`config.mk`:
```
export PLATFORM = sky130hd
export DESIGN_NAME = frame_sync_ctrl_flat
export DESIGN_NICKNAME = d
export VERILOG_FILES = /design/src/rtl/frame_sync_if.sv /design/src/rtl/frame_sync_ctrl.sv /design/src/flat_wrapper.sv
export SDC_FILE = /design/constraint.sdc
export NUM_CORES = 1
export LEC_CHECK = 0
export BUFFER_PORTS_ARGS = -buffer_cell sky130_fd_sc_hd__buf_2
export CAP_MARGIN = 20
export CORE_ASPECT_RATIO = 0.9
export CORE_MARGIN = 2
export CORE_UTILIZATION = 40
export DETAILED_ROUTE_END_ITERATION = 16
export PLACE_DENSITY = 0.55
export SETUP_SLACK_MARGIN = 0.15
export SLEW_MARGIN = 10
export SYNTH_ARGS = -nofsm -noshare
export SYNTH_HDL_FRONTEND = slang
export SYNTH_SLANG_ARGS = --single-unit
```
`constraint.sdc`:
```
create_clock -name clk -period 9.5 [get_ports clk]
set_clock_uncertainty 0.05 [all_clocks]
set_input_delay 0.95 -clock clk [delete_from_list [all_inputs] [get_ports clk]]
set_output_delay 0.95 -clock clk [all_outputs]
set_load 0.1 [all_outputs]
```
`src/rtl/frame_sync_if.sv`:
```
// -----------------------------------------------------------------------------
// frame_sync_if
// Groups the serial input and frame output signals of frame_sync_ctrl.
//   ser_i       : serial bit from iq_comb (qualified by sync_flag)
//   sync_flag   : one new serial bit per high cycle
//   clear_err   : synchronous clear of err_cnt
//   locked      : high while the synchroniser is in LOCK
//   frame_valid : one-cycle pulse, frame_data updated in the same cycle
//   frame_data  : last accepted 40-bit frame
//   frame_err   : one-cycle pulse on a rejected boundary frame in LOCK
//   err_cnt     : saturating count of frame_err pulses
// master = bit source / frame consumer, slave = frame_sync_ctrl.
// -----------------------------------------------------------------------------
interface frame_sync_if;
    logic        ser_i;
    logic        sync_flag;
    logic        clear_err;
    logic        locked;
    logic        frame_valid;
    logic [39:0] frame_data;
    logic        frame_err;
    logic [15:0] err_cnt;

    modport master (
        output ser_i, sync_flag, clear_err,
        input  locked, frame_valid, frame_data, frame_err, err_cnt
    );

    modport slave (
        input  ser_i, sync_flag, clear_err,
        output locked, frame_valid, frame_data, frame_err, err_cnt
    );
endinterface

```
`src/rtl/frame_sync_ctrl.sv`:
```
// -----------------------------------------------------------------------------
// frame_sync_ctrl
// Frame synchroniser and lock controller for the QPSK receive path.
// Hunts bit by bit for a 40-bit frame {header, 3 data bytes, checksum},
// confirms the alignment over CONFIRM_N consecutive frames, then checks only
// at 40-bit boundaries while locked. MISS_N consecutive bad boundary frames
// drop the controller back to hunting.
// Ports:
//   clk   : system clock
//   rst_n : asynchronous active-low reset
//   bus   : frame_sync_if.slave (ser_i, sync_flag, clear_err in;
//           locked, frame_valid, frame_data, frame_err, err_cnt out)
// -----------------------------------------------------------------------------
module frame_sync_ctrl #(
    parameter logic [7:0] HEADER    = 8'b1100_1100,
    parameter int         CONFIRM_N = 2,
    parameter int         MISS_N    = 3
) (
    input  logic           clk,
    input  logic           rst_n,
    frame_sync_if.slave    bus
);

    typedef enum logic [1:0] {SEARCH, VERIFY, LOCK} state_t;

    localparam logic [7:0] CONFIRM_L = 8'(CONFIRM_N);
    localparam logic [7:0] MISS_L    = 8'(MISS_N);

    state_t      r_state;
    logic [39:0] r_sr;
    logic        r_new_bit;
    logic [5:0]  r_bit_cnt;
    logic [7:0]  r_good_cnt;
    logic [7:0]  r_miss_cnt;
    logic        r_locked;
    logic        r_frame_valid;
    logic [39:0] r_frame_data;
    logic        r_frame_err;
    logic [15:0] r_err_cnt;

    logic        w_ok;
    logic        w_boundary;
    logic        w_err_inc;
    logic [7:0]  w_good_nxt;
    logic [7:0]  w_miss_nxt;

    // Header match plus 8-bit modular checksum over header and data bytes.
    function automatic logic frame_ok(input logic [39:0] f);
        logic [7:0] sum;
        sum = f[39:32] + f[31:24] + f[23:16] + f[15:8];
        return (f[39:32] == HEADER) && (sum == f[7:0]);
    endfunction

    function automatic logic [15:0] sat_inc16(input logic [15:0] v);
        return (v == 16'hFFFF) ? v : v + 16'd1;
    endfunction

    assign w_ok       = frame_ok(r_sr);
    assign w_boundary = r_new_bit && (r_bit_cnt == 6'd39);
    assign w_err_inc  = (r_state == LOCK) && w_boundary && !w_ok;
    assign w_good_nxt = r_good_cnt + 8'd1;
    assign w_miss_nxt = r_miss_cnt + 8'd1;

    always_ff @(posedge clk or negedge rst_n) begin
        if (!rst_n) begin
            r_state       <= SEARCH;
            r_sr          <= '0;
            r_new_bit     <= 1'b0;
            r_bit_cnt     <= '0;
            r_good_cnt    <= '0;
            r_miss_cnt    <= '0;
            r_locked      <= 1'b0;
            r_frame_valid <= 1'b0;
            r_frame_data  <= '0;
            r_frame_err   <= 1'b0;
            r_err_cnt     <= '0;
        end else begin
            r_frame_valid <= 1'b0;
            r_frame_err   <= 1'b0;

            // First transmitted bit walks down to bit 0 after 40 shifts.
            if (bus.sync_flag)
                r_sr <= {bus.ser_i, r_sr[39:1]};
            r_new_bit <= bus.sync_flag;

            if (r_new_bit)
                r_bit_cnt <= (r_bit_cnt == 6'd39) ? 6'd0 : r_bit_cnt + 6'd1;

            // Clear beats a simultaneous increment.
            if (bus.clear_err)
                r_err_cnt <= '0;
            else if (w_err_inc)
                r_err_cnt <= sat_inc16(r_err_cnt);

            unique case (r_state)
                SEARCH: begin
                    if (r_new_bit && w_ok) begin
                        // Realign the boundary counter to this frame.
                        r_bit_cnt <= '0;
                        if (CONFIRM_N <= 1) begin
                            r_state       <= LOCK;
                            r_locked      <= 1'b1;
                            r_frame_valid <= 1'b1;
                            r_frame_data  <= r_sr;
                            r_miss_cnt    <= '0;
                            r_good_cnt    <= '0;
                        end else begin
                            r_state    <= VERIFY;
                            r_good_cnt <= 8'd1;
                        end
                    end
                end
                VERIFY: begin
                    if (w_boundary) begin
                        if (w_ok) begin
                            if (w_good_nxt == CONFIRM_L) begin
                                r_state       <= LOCK;
                                r_locked      <= 1'b1;
                                r_frame_valid <= 1'b1;
                                r_frame_data  <= r_sr;
                                r_miss_cnt    <= '0;
                                r_good_cnt    <= '0;
                            end else begin
                                r_good_cnt <= w_good_nxt;
                            end
                        end else begin
                            r_state    <= SEARCH;
                            r_good_cnt <= '0;
                        end
                    end
                end
                LOCK: begin
                    if (w_boundary) begin
                        if (w_ok) begin
                            r_frame_valid <= 1'b1;
                            r_frame_data  <= r_sr;
                            r_miss_cnt    <= '0;
                        end else begin
                            r_frame_err <= 1'b1;
                            if (w_miss_nxt == MISS_L) begin
                                // locked drops together with the last frame_err.
                                r_state    <= SEARCH;
                                r_locked   <= 1'b0;
                                r_miss_cnt <= '0;
                            end else begin
                                r_miss_cnt <= w_miss_nxt;
                            end
                        end
                    end
                end
                default: begin
                    r_state <= SEARCH;
                end
            endcase
        end
    end

    assign bus.locked      = r_locked;
    assign bus.frame_valid = r_frame_valid;
    assign bus.frame_data  = r_frame_data;
    assign bus.frame_err   = r_frame_err;
    assign bus.err_cnt     = r_err_cnt;

endmodule

```
`src/flat_wrapper.sv`:
```
// flat-port wrapper written by rule: the top's interface ports become plain ports
module frame_sync_ctrl_flat 
#(
    parameter logic [7:0] HEADER    = 8'b1100_1100,
    parameter int         CONFIRM_N = 2,
    parameter int         MISS_N    = 3
)
  (clk, rst_n, bus_ser_i, bus_sync_flag, bus_clear_err, bus_locked, bus_frame_valid, bus_frame_data, bus_frame_err, bus_err_cnt);
  frame_sync_if bus_i ();
  input  logic clk;
  input  logic rst_n;
  input wire logic [$bits(bus_i.ser_i)-1:0] bus_ser_i;
  input wire logic [$bits(bus_i.sync_flag)-1:0] bus_sync_flag;
  input wire logic [$bits(bus_i.clear_err)-1:0] bus_clear_err;
  output wire logic [$bits(bus_i.locked)-1:0] bus_locked;
  output wire logic [$bits(bus_i.frame_valid)-1:0] bus_frame_valid;
  output wire logic [$bits(bus_i.frame_data)-1:0] bus_frame_data;
  output wire logic [$bits(bus_i.frame_err)-1:0] bus_frame_err;
  output wire logic [$bits(bus_i.err_cnt)-1:0] bus_err_cnt;
  assign bus_i.ser_i = bus_ser_i;
  assign bus_i.sync_flag = bus_sync_flag;
  assign bus_i.clear_err = bus_clear_err;
  assign bus_locked = bus_i.locked;
  assign bus_frame_valid = bus_i.frame_valid;
  assign bus_frame_data = bus_i.frame_data;
  assign bus_frame_err = bus_i.frame_err;
  assign bus_err_cnt = bus_i.err_cnt;
  frame_sync_ctrl #(.HEADER(HEADER), .CONFIRM_N(CONFIRM_N), .MISS_N(MISS_N)) u_core (.clk(clk), .rst_n(rst_n), .bus(bus_i));
endmodule
```
Word-level counts from Yosys, hierarchy flattened. Cells that the tools add are included.

Register bits: 124. Bits of input ports: 5. Output and inout bits: 59. Word-level logic and storage cells: 101.

Add/sub/neg operators: 7. Equality and inequality tests: 18. Muxes and demuxes: 49. Reduce and logical (&&, ||, !) cells: 16.

Operator list (number): $mux 40 (5); $mux 8 (10); $pmux 40 s2 (1); $mux 16 (3); $pmux 8 s2 (2); $add 8x8->8 (3); $mux 6 (4); $add 16x1->16 const B (1); $add 8x1->8 const B (2); $eq 16x16->1 const B (1); $eq 8x2->1 const B (2); $mux 1 (14); $mux 2 (7); $ne 2x1->1 const B (6); $reduce_and 6->1 (2); $eq 8x8->1 (1); $eq 8x8->1 const B (1); $reduce_and 7->1 (1); $add 6x1->6 const B (1); $eq 6x6->1 const B (1); $ne 2x2->1 const B (3); $pmux 2 s3 (1); $reduce_bool 2->1 (3); $logic_and 1x1->1 (5); 9 further kinds (10).

Depth between registers and ports, before layout. Gate-level depths: netlist of run 1.

Depth in word-level cells: 9. Gate-level depth with buffers: 15. Depth with buffers taken out: 13.

Least setup slack after synthesis of run 1. OpenSTA, ideal clock, no wires.

Path kind: register to register. From: register u_core.r_sr[9]. To: register u_core.r_frame_data[10] (netlist: u_core.bus.frame_data[10]). Setup time: 0.125 ns. Arrival: 3.918 ns. Data required time: 9.325 ns. Path slack: 5.406 ns. Stages on the path, launching flop included: 15. Buffers on the path: 1. Clock period less this slack: 4.094 ns. Cells stage by stage: dfrtp_1 -> fa_1 -> inv_1 -> fa_1 -> inv_1 -> ha_1 -> fa_1 -> xnor2_1 -> nand3_1 -> nor4_2 -> o2111ai_1 -> o22ai_4 -> a41oi_4 -> buf_6 -> mux2_4.

Cells in the longest elaborated chain, start to end: 5. Elaborated cells between the ends (all ways): 6. Classes of those cells: 1 x add/sub; 3 x eq/ne; 2 x reduce/logical.

Ends and longest elaborated chain: start: declaration (line frame_sync_ctrl.sv:30) `logic [39:0] r_sr;`; start signal: assignment (line frame_sync_ctrl.sv:83) `r_sr <= {bus.ser_i, r_sr[39:1]};`; $add 8x8->8 (*) (line frame_sync_ctrl.sv:50) `sum = f[39:32] + f[31:24] + f[23:16] + f[15:8];`; $eq 8x8->1 (*) (line frame_sync_ctrl.sv:51) `return (f[39:32] == HEADER) && (sum == f[7:0]);`; $logic_and 1x1->1 (*) (line frame_sync_ctrl.sv:51); $ne 2x1->1 (no line); $reduce_and 6->1 (no line) (*); end signal: assignment (line frame_sync_ctrl.sv:104) `r_frame_data <= r_sr;`; end signal: assignment (line frame_sync_ctrl.sv:120) `r_frame_data <= r_sr;`; end signal: assignment (line frame_sync_ctrl.sv:136) `r_frame_data <= r_sr;`; end: declaration (line frame_sync_ctrl.sv:37) `logic [39:0] r_frame_data;`.

Mark *: on every way between the ends. The rest lies on a longest branch, timed or not. A chain may end at the register's enable or synchronous reset.

Worst setup path in the final report of run 1.
From: register u_core.r_sr[9]. To: register u_core.r_frame_data[7] (netlist: u_core.bus.frame_data[7]).

Same word-level chain as after synthesis.

==> results.json, run 1 <==
{
  "grt_setup_unrepaired": "false",
  "cp_top_family": "adder cells",
  "vias_per_cell": 5.536,
  "syn_area_per_cell_um2": 11.89,
  "ctsHoldBuffers": 0,
  "drv_slew": 0,
  "drv_cap": 0,
  "clk_path_buf_depth": 2,
  "htreeDepth": 4,
  "yosys.area_share.simple_pct": 12.84,
  "grt.total_usage_pct": 17.39,
  "fmax_ghz": 0.2242,
  "grt_antenna_before_repair": 0,
  "fin_crit_ps": 4460,
  "synth_cell_type_count": 75,
  "ys_warn_count": 0,
  "critical_path.startpoint_type": "flop",
  "grt_remaining_overflow": 0,
  "worst-setup-path-type": "reg -> reg",
  "hold_path_class": "reg -> reg",
  "synth-edff-count": 0,
  "dp_slack_ps": 5064,
  "cts_setup_buffers": 0,
  "cts.sinks": 124,
  "hold_violations": 0,
  "die_w_um": 140.5,
  "min-delay-start": "u_core.bus.frame_data[33]",
  "ioPinCount": 64,
  "vias": 4667,
  "synth_compound_area_share_pct": 11.74,
  "maxSlewHeadroom_pct": 34.39,
  "core_mm2": 0.01630,
  "cp_max_fo": 36,
  "r2r_setup_slack_ps": 5040,
  "endpoint_kind": "flop",
  "grt_max_degree": 67,
  "setup_tns_ps": 0,
  "status": "complete, no violations",
  "synth_top_family_by_area": "multiplexers",
  "cts-resized-gates": 0,
  "start_util_pct": 41.15,
  "grt_pass1_vias": 4643,
  "postSynthCellCount": 564,
  "area_growth_pct": 15.23,
  "min_to": "u_core.bus.frame_data[33]",
  "path_cells": "fa_1, inv_1, fa_1, inv_1, ha_1, fa_1, xnor2_1, nand3_1, nor4_2, o2111ai_1, o22ai_4, a41oi_4, buf_4, mux2_4",
  "path_clk_slew_ps": 50,
  "reg2reg_depth": 14,
  "fp.dieH_um": 126.8,
  "worstHoldPathCells": 1,
  "finalCritPeriodShare_pct": 46.95,
  "synth-seq-cells": 124,
  "synth_fa_ha_area_share_pct": 7.166,
  "worst_slew_pin_slew_ps": 984.2,
  "netlist_area_mm2": 0.006705,
  "first_pass_iters": 5,
  "cpMostUsedCell": "fa_1",
  "ys_seq_area_share_pct": 46.28,
  "rows": 44,
  "synthMuxAreaShare_pct": 15.47,
  "synth_nets": 599,
  "cts_root_buf": "clkbuf_16",
  "dieArea_mm2": 0.01782,
  "grt_pass1_wl_mm": 24.53,
  "critPathBufInv": 3,
  "drc": 0,
  "mostFrequentLayoutCells": "dfrtp_1, buf_2, mux2_2",
  "critical_path.max_stage_delay_ps": 540,
  "layout_commonest_cell": "dfrtp_1",
  "dpl.hpwl_mm": 10.16,
  "gp_congestion": 0.8491,
  "fin_ws_ps": 5040,
  "synthArstFlopShare_pct": 100.0,
  "drt-initial-drc-count": 246,
  "avgRoutedWirePerCell_um": 17.48,
  "final_layout_size_suffix_gt1_share_pct": 29.72,
  "diodes": 0,
  "cp.required_ps": 9750,
  "synth_xor_area_share_pct": 3.154,
  "cts_made_buffers": 17,
  "totalWireLength_mm": 14.74,
  "io_buffers": 63,
  "cts_tree": "done",
  "r2r-start": "u_core.r_sr[9]",
  "clk_latency_ps": 420,
  "cpMaxStageDelayCell": "fa_1",
  "nets": 659,
  "synth_top_flop_cell": "dfrtp_1",
  "setup_viol": 0,
  "final_antenna_net_count": 0,
  "worstPathArrival_ps": 4710,
  "rr_endpoint": "u_core.bus.frame_data[7]"
}
## synthesized netlist by cell type (4+ instances only)
cell type | instances | area (µm²)
or4_1 | 12 | 90.09
nand3_1 | 22 | 110.1
xnor2_1 | 9 | 78.83
a31oi_1 | 4 | 25.02
mux2_4 | 26 | 390.4
mux2i_1 | 14 | 140.1
buf_1 | 4 | 15.01
inv_1 | 25 | 93.84
and3_1 | 9 | 56.30
mux2_2 | 45 | 506.7
nor2_1 | 15 | 56.30
buf_6 | 4 | 45.04
o31ai_1 | 14 | 105.1
a21oi_1 | 26 | 130.1
xor2_1 | 8 | 70.07
a221oi_1 | 4 | 35.03
or3_1 | 4 | 25.02
clkbuf_1 | 15 | 56.30
a22o_1 | 6 | 52.55
nand2_1 | 35 | 131.4
nand4_1 | 7 | 43.79
dfrtp_1 | 124 | 3103
ha_1 | 16 | 200.2
nor3_1 | 7 | 35.03
o21ai_0 | 20 | 100.1
fa_1 | 14 | 280.3
## through the flow
stage,instance area [µm²],std cells,utilization (%),hold WS (ps)
6_report,7726,843,47.41,452.2
3_5_place_dp,7173,811,44.02,433.6
3_3_place_gp,7173,811,44.02,436.4
2_1_floorplan,6705,564,-,434.8
4_1_cts,7719,842,47.37,445.6
5_1_grt,7726,843,47.41,474.6
## logic make-up (layout without fill, tap and decap cells)
kind of cell / Yosys count / count (layout)
xor gates and xnor gates: 20 / 20
adders and majority gates: 30 / 30
and+or+nand+nor: 146 / 146
AOI/OAI and AO/OA: 108 / 108
buffers and inverters: 51 / 123
muxes: 85 / 85
DFF: 124 / 124
## how the worst max path moves through the flow
stage	startpoint	to	slack, ps	cells past startpoint
floorplan	u_core.r_sr[9]	u_core.bus.frame_data[10]	5410	14
global placement	u_core.r_sr[9]	u_core.bus.frame_data[13]	5120	14
detailed placement	u_core.r_sr[9]	u_core.bus.frame_data[14]	5060	14
CTS	u_core.r_sr[9]	u_core.bus.frame_data[7]	5050	14
global route	u_core.r_sr[9]	u_core.bus.frame_data[10]	4840	14
finish	u_core.r_sr[9]	u_core.bus.frame_data[7]	5040	14
## flip-flops by register name, indices dropped and copies added, names as in the netlist, 2 cells and up
signal	cells
u_core.bus.err_cnt	16
u_core.bus.frame_data	40
u_core.r_bit_cnt	6
u_core.r_good_cnt	8
u_core.r_miss_cnt	8
u_core.r_sr	40
u_core.r_state	2
## layer usage
layer  GRT usage [%]  share of wire, %
met3           4.681               4.1
met4           5.941               1.9
met2           25.61                44
met1           24.93                50
met5               0                 0
## cell type report
class / count / area, µm²
Inverter: 25 / 93.84
Clock buffer: 23 / 478.0
Tap cell: 207 / 259.0
Timing Repair Buffer: 67 / 347.8
Fill cell: 1474 / 8569
Multi-Input combinational cell: 389 / 3377
Clock inverter: 8 / 67.56
Sequential cell: 124 / 3103
Power of run 1 is not shown: default switching activity piles up to over one toggle a cycle in this logic, so the estimate is an artifact.
==> run 2, diff against run 1 <==
PLACE_DENSITY = 0.57   (was 0.55)
clock period = 3.7 ns   (was 9.5 ns; I/O delays follow)
==> run 2 against run 1 <==
- the run now ends with negative hold slack, negative setup slack left
- flip-flop and latch count is the same
- count of clock-buffer cells in the layout shrank 4
- via count grew 7.1%
- core utilization grew 6.6 points
- final area grew 14%
- worst setup slack lost 5400 ps
- sequential share of layout area shrank 4.9 points
- global-route usage grew 1.2 points
- register-to-register slack lost 5400 ps
- critical path depth grew 2
- non-clock buffer count grew 61
- first-iteration DRC count shrank 17%
- critical path type unchanged
- highest routed layer unchanged
==> results.json, run 2 (synthesized netlist as in run 1, its figures left out) <==
{
  "status": "finished, violations left",
  "violations": "negative hold slack, negative setup slack",
  "grt_antenna_before_repair": 0,
  "fp.dieH_um": 126.8,
  "hold_violations": 9,
  "final_layout_size_suffix_gt1_share_pct": 44.70,
  "endpoint_kind": "flop",
  "cts_made_buffers": 17,
  "whs_ps": -17.78,
  "reg2reg_depth": 16,
  "cts_root_buf": "clkbuf_16",
  "grt_pass1_wl_mm": 26.42,
  "dpl.hpwl_mm": 10.67,
  "maxSlewHeadroom_pct": 33.46,
  "nets": 721,
  "worstPathArrival_ps": 4310,
  "cp.required_ps": 3980,
  "core_mm2": 0.01630,
  "cpMostUsedCell": "buf_4",
  "cp_top_family": "adder cells",
  "totalWireLength_mm": 16.17,
  "r2r-start": "u_core.r_sr[25]",
  "vias": 4999,
  "htreeDepth": 4,
  "mostFrequentLayoutCells": "dfrtp_1, buf_2, mux2_2",
  "path_cells": "fa_1, inv_1, fa_1, inv_2, ha_4, fa_2, xnor2_2, xnor2_2, buf_4, nor4_4, buf_4, o211a_4, a32oi_2, buf_4, nor3_4, mux2i_1",
  "io_buffers": 63,
  "cp_max_fo": 4,
  "grt_max_degree": 66,
  "clk_latency_ps": 420,
  "grt_remaining_overflow": 0,
  "first_pass_iters": 4,
  "start_util_pct": 41.15,
  "final_antenna_net_count": 0,
  "ctsHoldBuffers": 0,
  "drt-initial-drc-count": 205,
  "rows": 44,
  "area_growth_pct": 31.39,
  "drc": 0,
  "drv_slew": 0,
  "worst-setup-path-type": "reg -> reg",
  "grt_setup_unrepaired": "true",
  "grt_pass1_vias": 5127,
  "rr_endpoint": "u_core.r_state[0]",
  "startpoint": "u_core.r_sr[25]",
  "critPathBufInv": 5,
  "fin_crit_ps": 4024,
  "vias_per_cell": 5.524,
  "setup_viol": 79,
  "finalCritPeriodShare_pct": 108.8,
  "worst_slew_pin_slew_ps": 998.2,
  "critical_path.startpoint_type": "flop",
  "hold_path_class": "in -> async",
  "layout_commonest_cell": "dfrtp_1",
  "place_inst": 856,
  "die_w_um": 140.5,
  "cts.sinks": 124,
  "gp_congestion": 0.8284,
  "clk_path_buf_depth": 2,
  "fmax_ghz": 0.2485,
  "fin_cells": 905,
  "r2r_setup_slack_ps": -320,
  "avgRoutedWirePerCell_um": 17.86,
  "cpMaxStageDelayCell": "fa_1",
  "diodes": 0,
  "cts_tree": "done",
  "fin_ws_ps": -324.4,
  "drv_cap": 0,
  "grt.total_usage_pct": 18.62,
  "worst-path-stages": 16,
  "path_clk_slew_ps": 50,
  "critical_path.max_stage_delay_ps": 530,
  "setup_tns_ps": -18120,
  "crit_end": "u_core.r_state[0]",
  "ioPinCount": 64,
  "dieArea_mm2": 0.01782
}
==> run 2: final cells by class <==
class / count / area (µm²)
inverters: 25 / 93.84
flip-flops and latches: 124 / 3103
clock buffers: 19 / 442.9
multi-input cells: 390 / 3814
well taps: 207 / 259.0
clock inverters: 12 / 147.6
repair buffers: 128 / 949.7
fillers: 1414 / 7486
==> run 2: worst min path at each step <==
stage / from / end / slack (ps) / cells after the start
global placement: u_core.bus.frame_data[39] / u_core.bus.frame_data[39] / 430 / 2
detailed placement: u_core.bus.frame_data[39] / u_core.bus.frame_data[39] / 430 / 2
global route: rst_n / u_core.r_good_cnt[1] / 40 / 1
floorplan: rst_n / u_core.bus.err_cnt[0] / 20 / 0
finish: rst_n / u_core.r_good_cnt[4] / -20 / 1
CTS: rst_n / u_core.r_good_cnt[1] / 0.8 / 1
==> run 2: layer usage <==
metal  global-route usage (%)  vias to the layer above  part of all wire, %
li1                         -                     2332                    -
met1                    26.38                     2549                   48
met2                    28.20                       96                   47
met3                    4.681                       22                  4.1
met4                    6.059                        0                  1.6
met5                        0                        -                    0
==> run 2: repair_timing <==
item	4_1_cts	5_1_grt
resized for setup	25	65
pin swaps	14	29
buffers inserted	6	7
setup endpoints to repair	83	83
cloned	1	4
==> run 2: stage by stage <==
stage,cell area (µm²),worst slack (ps),hold WS (ps),util [%]
3_3_place_gp,7632,-298.0,430.2,46.84
5_1_grt,8810,-435.2,43.29,54.06
3_5_place_dp,7632,-321.9,431.1,46.84
4_1_cts,8431,-241.9,0.8062,51.74
6_report,8810,-324.4,-17.78,54.06
2_1_floorplan,6789,-237.8,24.41,-
Power of run 2 is left out for the same reason.
